==> src/rtl/mem_stage.sv <==
// mem_stage: memory-access stage driving the SRAM-like data bus, with load alignment,
// address-error detection and the MEM/WB pipeline register.
module mem_stage #(
  parameter int ADDR_W = 32,
  parameter int REG_W  = 7
) (
  input  logic              clk,
  input  logic              rst,
  input  logic              valid_i,
  input  logic              flush,
  input  logic              RegWrite_i,
  input  logic              MemtoReg_i,
  input  logic              MemRead_i,
  input  logic              MemWrite_i,
  input  logic [2:0]        MemReadType_i,
  input  logic [ADDR_W-1:0] ALUResult_i,
  input  logic [ADDR_W-1:0] MemData_i,
  input  logic [REG_W-1:0]  WriteRegister_i,
  input  logic [ADDR_W-1:0] PCin,
  input  logic              exception_i,
  output logic              data_req,
  output logic              data_wr,
  output logic [1:0]        data_size,
  output logic [ADDR_W-1:0] data_addr,
  output logic [ADDR_W-1:0] data_wdata,
  input  logic              data_addr_ok,
  input  logic              data_data_ok,
  input  logic [ADDR_W-1:0] data_rdata,
  output logic              stall,
  output logic              valid_o,
  output logic              RegWrite_o,
  output logic              MemtoReg_o,
  output logic [REG_W-1:0]  WriteRegister_o,
  output logic [ADDR_W-1:0] ALUResult_o,
  output logic [ADDR_W-1:0] ReadData_o,
  output logic [ADDR_W-1:0] PCout,
  output logic              AdEL,
  output logic              AdES,
  output logic [ADDR_W-1:0] BadVAddr
);
  typedef enum logic [1:0] {S_IDLE, S_REQ, S_WAIT} state_t;
  function automatic logic [ADDR_W-1:0] lanes(input logic [ADDR_W-1:0] d, input logic [1:0] sz);
    return sz == 2'b00 ? {(ADDR_W/8){d[7:0]}} : sz == 2'b01 ? {(ADDR_W/16){d[15:0]}} : d;
  endfunction
  function automatic logic [ADDR_W-1:0] extract(input logic [ADDR_W-1:0] w, input logic [2:0] t,
                                                input logic [1:0] a);
    logic [7:0]  b;
    logic [15:0] h;
    b = w[{a, 3'b000} +: 8];
    h = a[1] ? w[31:16] : w[15:0];
    return t[1:0] == 2'b00 ? {{(ADDR_W-8){~t[2] & b[7]}}, b} :
           t[1:0] == 2'b01 ? {{(ADDR_W-16){~t[2] & h[15]}}, h} : w;
  endfunction
  state_t              state_q, state_d;
  logic                mem_op, mis, idle, idle_go, done_idle, busy, issue;
  logic [ADDR_W-1:0]   addr_q, wdata_q, pc_q;
  logic [2:0]          type_q;
  logic [REG_W-1:0]    wreg_q;
  logic                wr_q, load_q, rw_q, m2r_q, kill_q;
  logic                valid_d, regwrite_d, memtoreg_d, adel_d, ades_d;
  logic [REG_W-1:0]    wreg_d;
  logic [ADDR_W-1:0]   alu_d, rdata_d, pc_d, badv_d;
  assign mem_op    = valid_i & (MemRead_i | MemWrite_i) & ~exception_i & ~flush;
  assign mis       = (MemReadType_i[1:0] == 2'b01 & ALUResult_i[0]) |
                     (MemReadType_i[1:0] == 2'b10 & |ALUResult_i[1:0]);
  assign idle      = state_q == S_IDLE;
  assign idle_go   = idle & mem_op & ~mis;
  assign done_idle = idle_go & data_addr_ok & data_data_ok;
  assign issue     = idle_go & ~done_idle;
  assign busy      = ~idle;
  always_ff @(posedge clk or negedge rst) begin
    if (!rst) state_q <= S_IDLE;
    else      state_q <= state_d;
  end
  always_comb begin
    state_d = idle ? (issue ? (data_addr_ok ? S_WAIT : S_REQ) : S_IDLE) :
              state_q == S_REQ ? (data_addr_ok ? S_WAIT : S_REQ) :
              (data_data_ok ? S_IDLE : S_WAIT);
  end
  always_comb begin
    data_req   = idle_go | state_q == S_REQ;
    stall      = (idle_go & ~(data_addr_ok & data_data_ok)) | state_q == S_REQ |
                 (state_q == S_WAIT & ~data_data_ok);
    data_wr    = idle ? MemWrite_i : wr_q;
    data_size  = idle ? MemReadType_i[1:0] : type_q[1:0];
    data_addr  = idle ? ALUResult_i : addr_q;
    data_wdata = idle ? lanes(MemData_i, MemReadType_i[1:0]) : wdata_q;
  end
  // Bus fields and instruction info are frozen at issue so a later flush or upstream change cannot disturb them.
  always_ff @(posedge clk or negedge rst) begin
    if (!rst) begin
      addr_q  <= '0;
      wdata_q <= '0;
      pc_q    <= '0;
      type_q  <= '0;
      wreg_q  <= '0;
      wr_q    <= 1'b0;
      load_q  <= 1'b0;
      rw_q    <= 1'b0;
      m2r_q   <= 1'b0;
      kill_q  <= 1'b0;
    end else if (issue) begin
      addr_q  <= ALUResult_i;
      wdata_q <= lanes(MemData_i, MemReadType_i[1:0]);
      pc_q    <= PCin;
      type_q  <= MemReadType_i;
      wreg_q  <= WriteRegister_i;
      wr_q    <= MemWrite_i;
      load_q  <= MemRead_i;
      rw_q    <= RegWrite_i;
      m2r_q   <= MemtoReg_i;
      kill_q  <= 1'b0;
    end else if (busy & flush) begin
      kill_q  <= 1'b1;
    end
  end
  always_comb begin
    valid_d    = busy ? ~kill_q : valid_i & ~flush;
    regwrite_d = busy ? rw_q & ~kill_q : RegWrite_i & valid_i & ~flush & ~exception_i & ~(mem_op & mis);
    memtoreg_d = busy ? m2r_q : MemtoReg_i;
    wreg_d     = busy ? wreg_q : WriteRegister_i;
    alu_d      = busy ? addr_q : ALUResult_i;
    pc_d       = busy ? pc_q : PCin;
    rdata_d    = busy ? (load_q ? extract(data_rdata, type_q, addr_q[1:0]) : '0) :
                 (done_idle & MemRead_i ? extract(data_rdata, MemReadType_i, ALUResult_i[1:0]) : '0);
    adel_d     = ~busy & mem_op & mis & MemRead_i;
    ades_d     = ~busy & mem_op & mis & MemWrite_i;
    badv_d     = ~busy & mem_op & mis ? ALUResult_i : '0;
  end
  always_ff @(posedge clk or negedge rst) begin
    if (!rst) begin
      valid_o         <= 1'b0;
      RegWrite_o      <= 1'b0;
      MemtoReg_o      <= 1'b0;
      WriteRegister_o <= '0;
      ALUResult_o     <= '0;
      ReadData_o      <= '0;
      PCout           <= '0;
      AdEL            <= 1'b0;
      AdES            <= 1'b0;
      BadVAddr        <= '0;
    end else if (stall) begin
      valid_o         <= 1'b0;
      RegWrite_o      <= 1'b0;
    end else begin
      valid_o         <= valid_d;
      RegWrite_o      <= regwrite_d;
      MemtoReg_o      <= memtoreg_d;
      WriteRegister_o <= wreg_d;
      ALUResult_o     <= alu_d;
      ReadData_o      <= rdata_d;
      PCout           <= pc_d;
      AdEL            <= adel_d;
      AdES            <= ades_d;
      BadVAddr        <= badv_d;
    end
  end
endmodule

==> config.mk <==
export PLATFORM = sky130hd
export DESIGN_NAME = mem_stage
export DESIGN_NICKNAME = d
export VERILOG_FILES = /design/src/rtl/mem_stage.sv
export SDC_FILE = /design/constraint.sdc
export NUM_CORES = 1
export LEC_CHECK = 0
export ABC_AREA = 1
export ABC_CLOCK_PERIOD_IN_PS = 2320
export CAP_MARGIN = 20
export CORE_UTILIZATION = 49
export CTS_CLUSTER_SIZE = 8
export DETAILED_ROUTE_END_ITERATION = 7
export PLACE_DENSITY = 0.93
export RECOVER_POWER = 100
export SLEW_MARGIN = 20
export SYNTH_ARGS = -nofsm -noshare
export SYNTH_HDL_FRONTEND = slang
export SYNTH_SLANG_ARGS = --single-unit
==> constraint.sdc <==
create_clock -name clk -period 2.32 [get_ports clk]
set_clock_uncertainty 0.15 [all_clocks]
set_input_delay 0.464 -clock clk [delete_from_list [all_inputs] [get_ports clk]]
set_output_delay 0.464 -clock clk [all_outputs]
set_load 0.01 [all_outputs]
==> flow_summary.json, run 1 <==
{
  "slowest_stage": "dfrtp_1",
  "violations": "DRC, setup timing",
  "clk_pin_slew_ns": 0.05,
  "hold_depth": 3,
  "chipHeight_um": 164,
  "cp_max_fo": 5,
  "power.total_mw": 15.4,
  "hold_violations": 0,
  "arrival_ns": 1.95,
  "dp_hpwl_um": 31300,
  "p_clk_share_pct": 32.0,
  "reg2reg_depth": 11,
  "clkLatencyLatePin_ns": 0.52,
  "p_per_area_nw_per_um2": 771,
  "rr_endpoint": "load_q",
  "p_leak_nw": 10.2,
  "drtAntennaViolNets": 0,
  "holdCritStartpoint": "MemReadType_i[0]",
  "syn-num-nets": 1903,
  "relSlewSlack_pct": 1.30,
  "syn_avg_cell_area_um2": 7.36,
  "clock-sinks": 253,
  "pwr-share-seq_pct": 37.9,
  "slew_violations": 0,
  "synth_flop_cell": "dfrtp_1",
  "grtUsageTotal_pct": 36.8,
  "wl_per_cell_um": 21.1,
  "rsz0062_at_grt": "yes",
  "required_ns": 1.71,
  "htree_levels": 2,
  "cts.root.buffer_cell": "clkbuf_16",
  "criticalPathCategory": "reg -> out",
  "drtIter0Drc": 1976,
  "syn2layout_area_growth_pct": 54.4,
  "status": "complete, but fails checks",
  "fillCellCount": 1627,
  "ir_drop_mv": 0.609,
  "ys_warn_count": 0,
  "synth_cells": 1754,
  "antenna_found_initial": 4,
  "cts_buffers": 37,
  "fin_crit_sh_pct": 111,
  "place_congestion": 0.947,
  "io_buffers": 357,
  "start_util_pct": 49.7,
  "drt_wl_total_um": 54400,
  "die_w_um": 164,
  "p_comb_share_pct": 30.2,
  "max_freq_mhz": 390,
  "whs_endpoint": "type_q[0]",
  "dp_slack_ns": -0.726,
  "maxCapViolations": 0,
  "r2r_start": "state_q[0]",
  "hold_path_class": "in -> reg",
  "worst_pin_slew_ns": 1.48,
  "switchingPower_mw": 5.19,
  "sw_frac_of_total_pct": 33.8,
  "end_kind": "output pin",
  "via_per_inst": 5.86,
  "ys_types": 29,
  "ys_seq_area_share_pct": 49.0,
  "clockBufferDepth": 3,
  "coreArea_um2": 26000,
  "overflow": 0,
  "p_int_mw": 10.2,
  "cts_tree": "done",
  "drive_gt1_share_pct": 19.7,
  "synth-seq-cells": 253,
  "die_area_um2": 27000,
  "grt_pass1_wl_um": 76700,
  "io_pins": 358,
  "core.rowCount": 59,
  "drc": 2,
  "rrSetupSlack_ns": -0.12,
  "start_kind": "register",
  "grt_pass1_vias": 14754,
  "grt_max_degree": 76,
  "vias": 15086,
  "min_period_ns": 2.57,
  "synth_edf_count": 0,
  "setup_violations": 107,
  "nets": 2382,
  "syn_area_um2": 12900,
  "slowest_delay_ns": 0.41,
  "fin_ws_ns": -0.246,
  "synth_async_sr_flop_share_pct": 100,
  "first_pass_iters": 8,
  "worstPathCellList": "nor2_4 > buf_8 > clkinv_8 > buf_16 > buf_8 > nand2_4 > o21ai_4 > buf_6 > buf_6"
}
## cell type report
type / instances / area (um2) / area share, %
flip-flops and latches: 253 / 6330 / 31.7
multi-input cells: 1268 / 6200 / 31.1
repair buffers: 551 / 5480 / 27.5
clock buffers: 40 / 968 / 4.86
inverters: 121 / 477 / 2.39
well taps: 335 / 419 / 2.10
clock inverters: 2 / 38.8 / 0.195
repair inverters: 1 / 16.3 / 0.0816
diodes: 5 / 12.5 / 0.0627
## cells in the mapped netlist (3+ instances only)
library cell  instances  area [um2]
a21oi_1              26         130
buf_2                34         170
buf_4                15         113
buf_6                 8        90.1
clkbuf_1             53         199
dfrtp_1             253        6330
inv_1               114         428
inv_2                 3        11.3
nand2_1             706        2650
nand3_1              84         420
nor2_1              157         589
nor2_2                4        25.0
o211ai_1             14         105
o21ai_0             209        1050
o21ai_1              20         100
o31ai_1              20         150
o31ai_2              20         250
## metrics by stage
stage | instance area, um2 | hold slack [ns] | setup TNS, ns | cells | util (%)
finish | 19900 | 0.245 | -10.26 | 2576 | 76.7
CTS | 19100 | 0.327 | -7.78 | 2553 | 73.6
floorplan | 12900 | 0.0184 | 0 | 1754 | -
detailed placement | 17700 | 0.258 | -122.42 | 2482 | 68.1
global route | 19900 | 0.269 | -27.76 | 2575 | 76.7
global placement | 17700 | 0.256 | -102.79 | 2482 | 68.1
## critical path, delay by kind of cell, from the launching register on
family | cells | cell delay, ns
buf+inv | 6 | 0.75
flops | 1 | 0.41
simple gates | 2 | 0.22
compound gates | 1 | 0.05
## how the worst max path moves through the flow
| stage | start | endpoint | slack [ns] | cells after the start |
|---|---|---|---|---|
| after floorplan | MemReadType_i[1] | stall | 0.26 | 9 |
| after global placement | MemReadType_i[1] | data_wdata[27] | -0.70 | 8 |
| after detailed placement | MemReadType_i[0] | data_wdata[27] | -0.73 | 6 |
| after CTS | state_q[1] | data_addr[3] | -0.21 | 8 |
| after global routing | state_q[0] | stall | -0.29 | 9 |
| final | state_q[0] | data_addr[26] | -0.25 | 9 |
## routing by layer
metal,vias to the layer above,track usage [%],wire [um]
li1,6503,-,-
met1,7126,43.3,18700
met2,1150,61.0,26100
met3,307,8.23,5890
met4,0,22.8,3650
met5,-,0,0
## cell usage in the layout (no fill, tap or decap), types with 37 or more instances in the layout
cell,instances
dlygate4sd3_1,138
o21ai_0,151
buf_6,37
clkdlybuf4s50_1,148
dfrtp_1,253
nand3_1,83
inv_1,113
buf_2,47
clkbuf_16,46
nand2_1,657
buf_4,131
nor2_1,155
## kinds of logic (layout without fill, tap and decap cells)
| logic type | count (synthesis) | in the layout | synth area share (%) |
|---|---|---|---|
| other cells | 0 | 5 | 0 |
| buf+inv | 233 | 715 | 8.06 |
| flops | 253 | 253 | 49.0 |
| compound gates | 312 | 312 | 14.1 |
| simple gates | 956 | 956 | 28.9 |
## flip-flops by register name, indices dropped and copies added, names as in the netlist, 2 cells and up
name / count
WriteRegister_o: 7
wdata_q: 32
PCout: 32
pc_q: 32
BadVAddr: 32
ReadData_o: 32
wreg_q: 7
type_q: 3
state_q: 2
addr_q: 32
ALUResult_o: 32
## power by group through the flow
| stage | registers [mW] | logic, mW | clock network [mW] |
|---|---|---|---|
| floorplan | 5.76 | 1.85 | 0 |
| global placement | 5.69 | 3.91 | 0 |
| detailed placement | 5.74 | 4.06 | 0 |
| CTS | 5.72 | 4.26 | 4.87 |
| global route | 5.87 | 4.95 | 5.09 |
| finish | 5.82 | 4.63 | 4.92 |
## what timing repair did
action / in CTS / in global routing
hold buffers: 1 / 0
pin swaps: 7 / 6
setup buffers: 21 / 11
resized for setup: 424 / 156
gates cloned: 8 / 12
hold endpoints to repair: 40 / 0
endpoints found under the setup margin: 79 / 161
No activity file was read; power rests on OpenSTA's default activity.
==> inputs of run 2 (changes only) <==
--- a/config.mk
+++ b/config.mk
@@ -6,9 +6,11 @@
 export NUM_CORES = 1
 export LEC_CHECK = 0
 export ABC_AREA = 1
-export ABC_CLOCK_PERIOD_IN_PS = 2320
+export ABC_CLOCK_PERIOD_IN_PS = 2800
 export CAP_MARGIN = 20
+export CORE_MARGIN = 1.5
 export CORE_UTILIZATION = 49
+export CTS_CLUSTER_DIAMETER = 80
 export CTS_CLUSTER_SIZE = 8
 export DETAILED_ROUTE_END_ITERATION = 7
 export PLACE_DENSITY = 0.93
==> constraint.sdc (replaced) <==
create_clock -name clk -period 2.8 [get_ports clk]
set_clock_uncertainty 0.15 [all_clocks]
set_input_delay 0.56 -clock clk [delete_from_list [all_inputs] [get_ports clk]]
set_output_delay 0.56 -clock clk [all_outputs]
set_load 0.01 [all_outputs]
==> flow_summary.json, run 2 (same netlist as run 1, synthesis figures left out) <==
{
  "status": "complete, but fails checks",
  "violations": "capacitance limit, slew limit",
  "place_congestion": 0.994,
  "max_freq_mhz": 368,
  "sw_frac_of_total_pct": 32.5,
  "place_inst": 2438,
  "cts_buffers": 37,
  "dp_hpwl_um": 31800,
  "path_buf_inv": 3,
  "core.rowCount": 59,
  "clk_pin_slew_ns": 0.05,
  "nets": 2305,
  "worstPathCellList": "nor2_4 > buf_4 > buf_8 > nand2_1 > o21ai_2 > dlygate4sd2_1",
  "end_kind": "output pin",
  "cp_max_fo": 25,
  "slowest_delay_ns": 0.42,
  "drive_gt1_share_pct": 9.59,
  "vias": 14155,
  "grt_pass1_wl_um": 73100,
  "drtIter0Drc": 1742,
  "p_comb_share_pct": 27.0,
  "pwr-share-seq_pct": 39.6,
  "cp-startpoint": "state_q[0]",
  "wl_per_cell_um": 19.3,
  "die_area_um2": 27300,
  "die_w_um": 165,
  "min_period_ns": 2.72,
  "via_per_inst": 5.67,
  "cts.root.buffer_cell": "clkbuf_16",
  "arrival_ns": 2.01,
  "first_pass_iters": 8,
  "clockBufferDepth": 3,
  "io_pins": 358,
  "layout_common_cells": "704 x nand2_1, 253 x dfrtp_1, 186 x o21ai_0",
  "coreArea_um2": 26000,
  "fin_ws_ns": 0.0830,
  "overflow": 0,
  "drc": 0,
  "grt_max_degree": 74,
  "grtUsageTotal_pct": 34.5,
  "hold_depth": 2,
  "p_leak_nw": 9.33,
  "holdCritStartpoint": "ReadData_o[11]",
  "final_common_cell": "nand2_1",
  "htree_levels": 2,
  "relSlewSlack_pct": -11.2,
  "p_per_area_nw_per_um2": 653,
  "switchingPower_mw": 3.89,
  "chipHeight_um": 165,
  "syn2layout_area_growth_pct": 41.6,
  "start_kind": "register",
  "drtAntennaViolNets": 0,
  "drt_wl_total_um": 48300,
  "ir_drop_mv": 0.607,
  "worst_pin_slew_ns": 1.67,
  "grt_pass1_vias": 13959,
  "instances_no_fill": 2497,
  "p_clk_share_pct": 33.4,
  "antenna_found_initial": 4,
  "rsz0062_at_grt": "no",
  "hold_path_class": "reg -> reg",
  "path_depth": 6,
  "hold_violations": 0,
  "dp_slack_ns": -0.418,
  "cts_tree": "done",
  "clock-sinks": 253,
  "clkLatencyLatePin_ns": 0.52,
  "maxCapViolations": 1,
  "slew_violations": 64,
  "fin_crit_sh_pct": 97.0,
  "criticalPathCategory": "reg -> out",
  "reg2reg_depth": 11,
  "slowest_stage": "dfrtp_1",
  "io_buffers": 357,
  "p_int_mw": 8.06,
  "start_util_pct": 49.7,
  "fillCellCount": 1918,
  "required_ns": 2.09,
  "r2r_start": "state_q[0]",
  "setup_violations": 0,
  "crit_family": "buffers and inverters"
}
## run 2: power groups by stage
stage / clock network, mW / registers [mW] / logic [mW]
5_1_grt: 4.18 / 4.79 / 3.51
3_3_place_gp: 0 / 4.72 / 3.14
4_1_cts: 4.03 / 4.73 / 3.29
2_1_floorplan: 0 / 4.78 / 1.53
3_5_place_dp: 0 / 4.75 / 3.27
6_report: 3.99 / 4.73 / 3.22
## run 2: path summary, 6_finish.rpt
path / to / slack (ns)
setup / recovery: data_addr[0] / 0.08
hold / removal: ReadData_o[11] / 0.32
setup reg to reg: wdata_q[11] / 0.16
hold reg to reg: ReadData_o[11] / 0.32
max in group asynchronous: addr_q[0] / 0.34
min in group asynchronous: ReadData_o[3] / 0.86
## run 2: layout make-up
type | count | area (um2) | area share (%)
tap | 335 | 419 | 2.29
timing repair buffer | 475 | 4470 | 24.5
inverter | 121 | 469 | 2.57
clock inverter | 3 | 43.8 | 0.239
multi-input combinational | 1268 | 5590 | 30.6
sequential | 253 | 6330 | 34.6
antenna | 4 | 10.0 | 0.0547
clock buffer | 38 | 951 | 5.20
## run 2: through the flow
stage          total power [mW]  TNS [ns]  instance area (um2)  hold WS, ns  util, %
6_report                   11.9         0                18300        0.319     70.4
4_1_cts                    12.1         0                18400        0.329     70.9
5_1_grt                    12.5         0                18300        0.345     70.4
2_1_floorplan              6.31         0                12900        0.114        -
3_5_place_dp               8.02    -37.58                17300        0.316     66.7
3_3_place_gp               7.85    -31.10                17300        0.307     66.7
## run 2: per-layer routing
| metal | track usage [%] | routed length, um | vias up | share of wire (%) |
|---|---|---|---|---|
| li1 | - | - | 6346 | - |
| met1 | 41.8 | 17400 | 6653 | 36 |
| met2 | 56.0 | 23200 | 957 | 48 |
| met3 | 8.72 | 5000 | 199 | 10 |
| met4 | 19.5 | 2700 | 0 | 5.6 |
| met5 | 0 | 0 | - | 0 |
## run 2: repair_timing
| item | in CTS | in global routing |
|---|---|---|
| setup buffers | 8 | 1 |
| gates resized for setup | 134 | 40 |
| pin swaps | 10 | 1 |
| endpoints found under the hold margin | 59 | 0 |
| setup endpoints to repair | 69 | 47 |
| cloned | 1 | 3 |
| hold buffers | 1 | 0 |
## run 2: worst register-to-register path: cells and delay by family, from the launching register on
kind / cells / cell delay [ns]
AO/OA/AOI/OAI: 1 / 0.17
buffers and inverters: 5 / 1.18
flip-flops: 1 / 0.42
AND/OR/NAND/NOR: 5 / 0.61
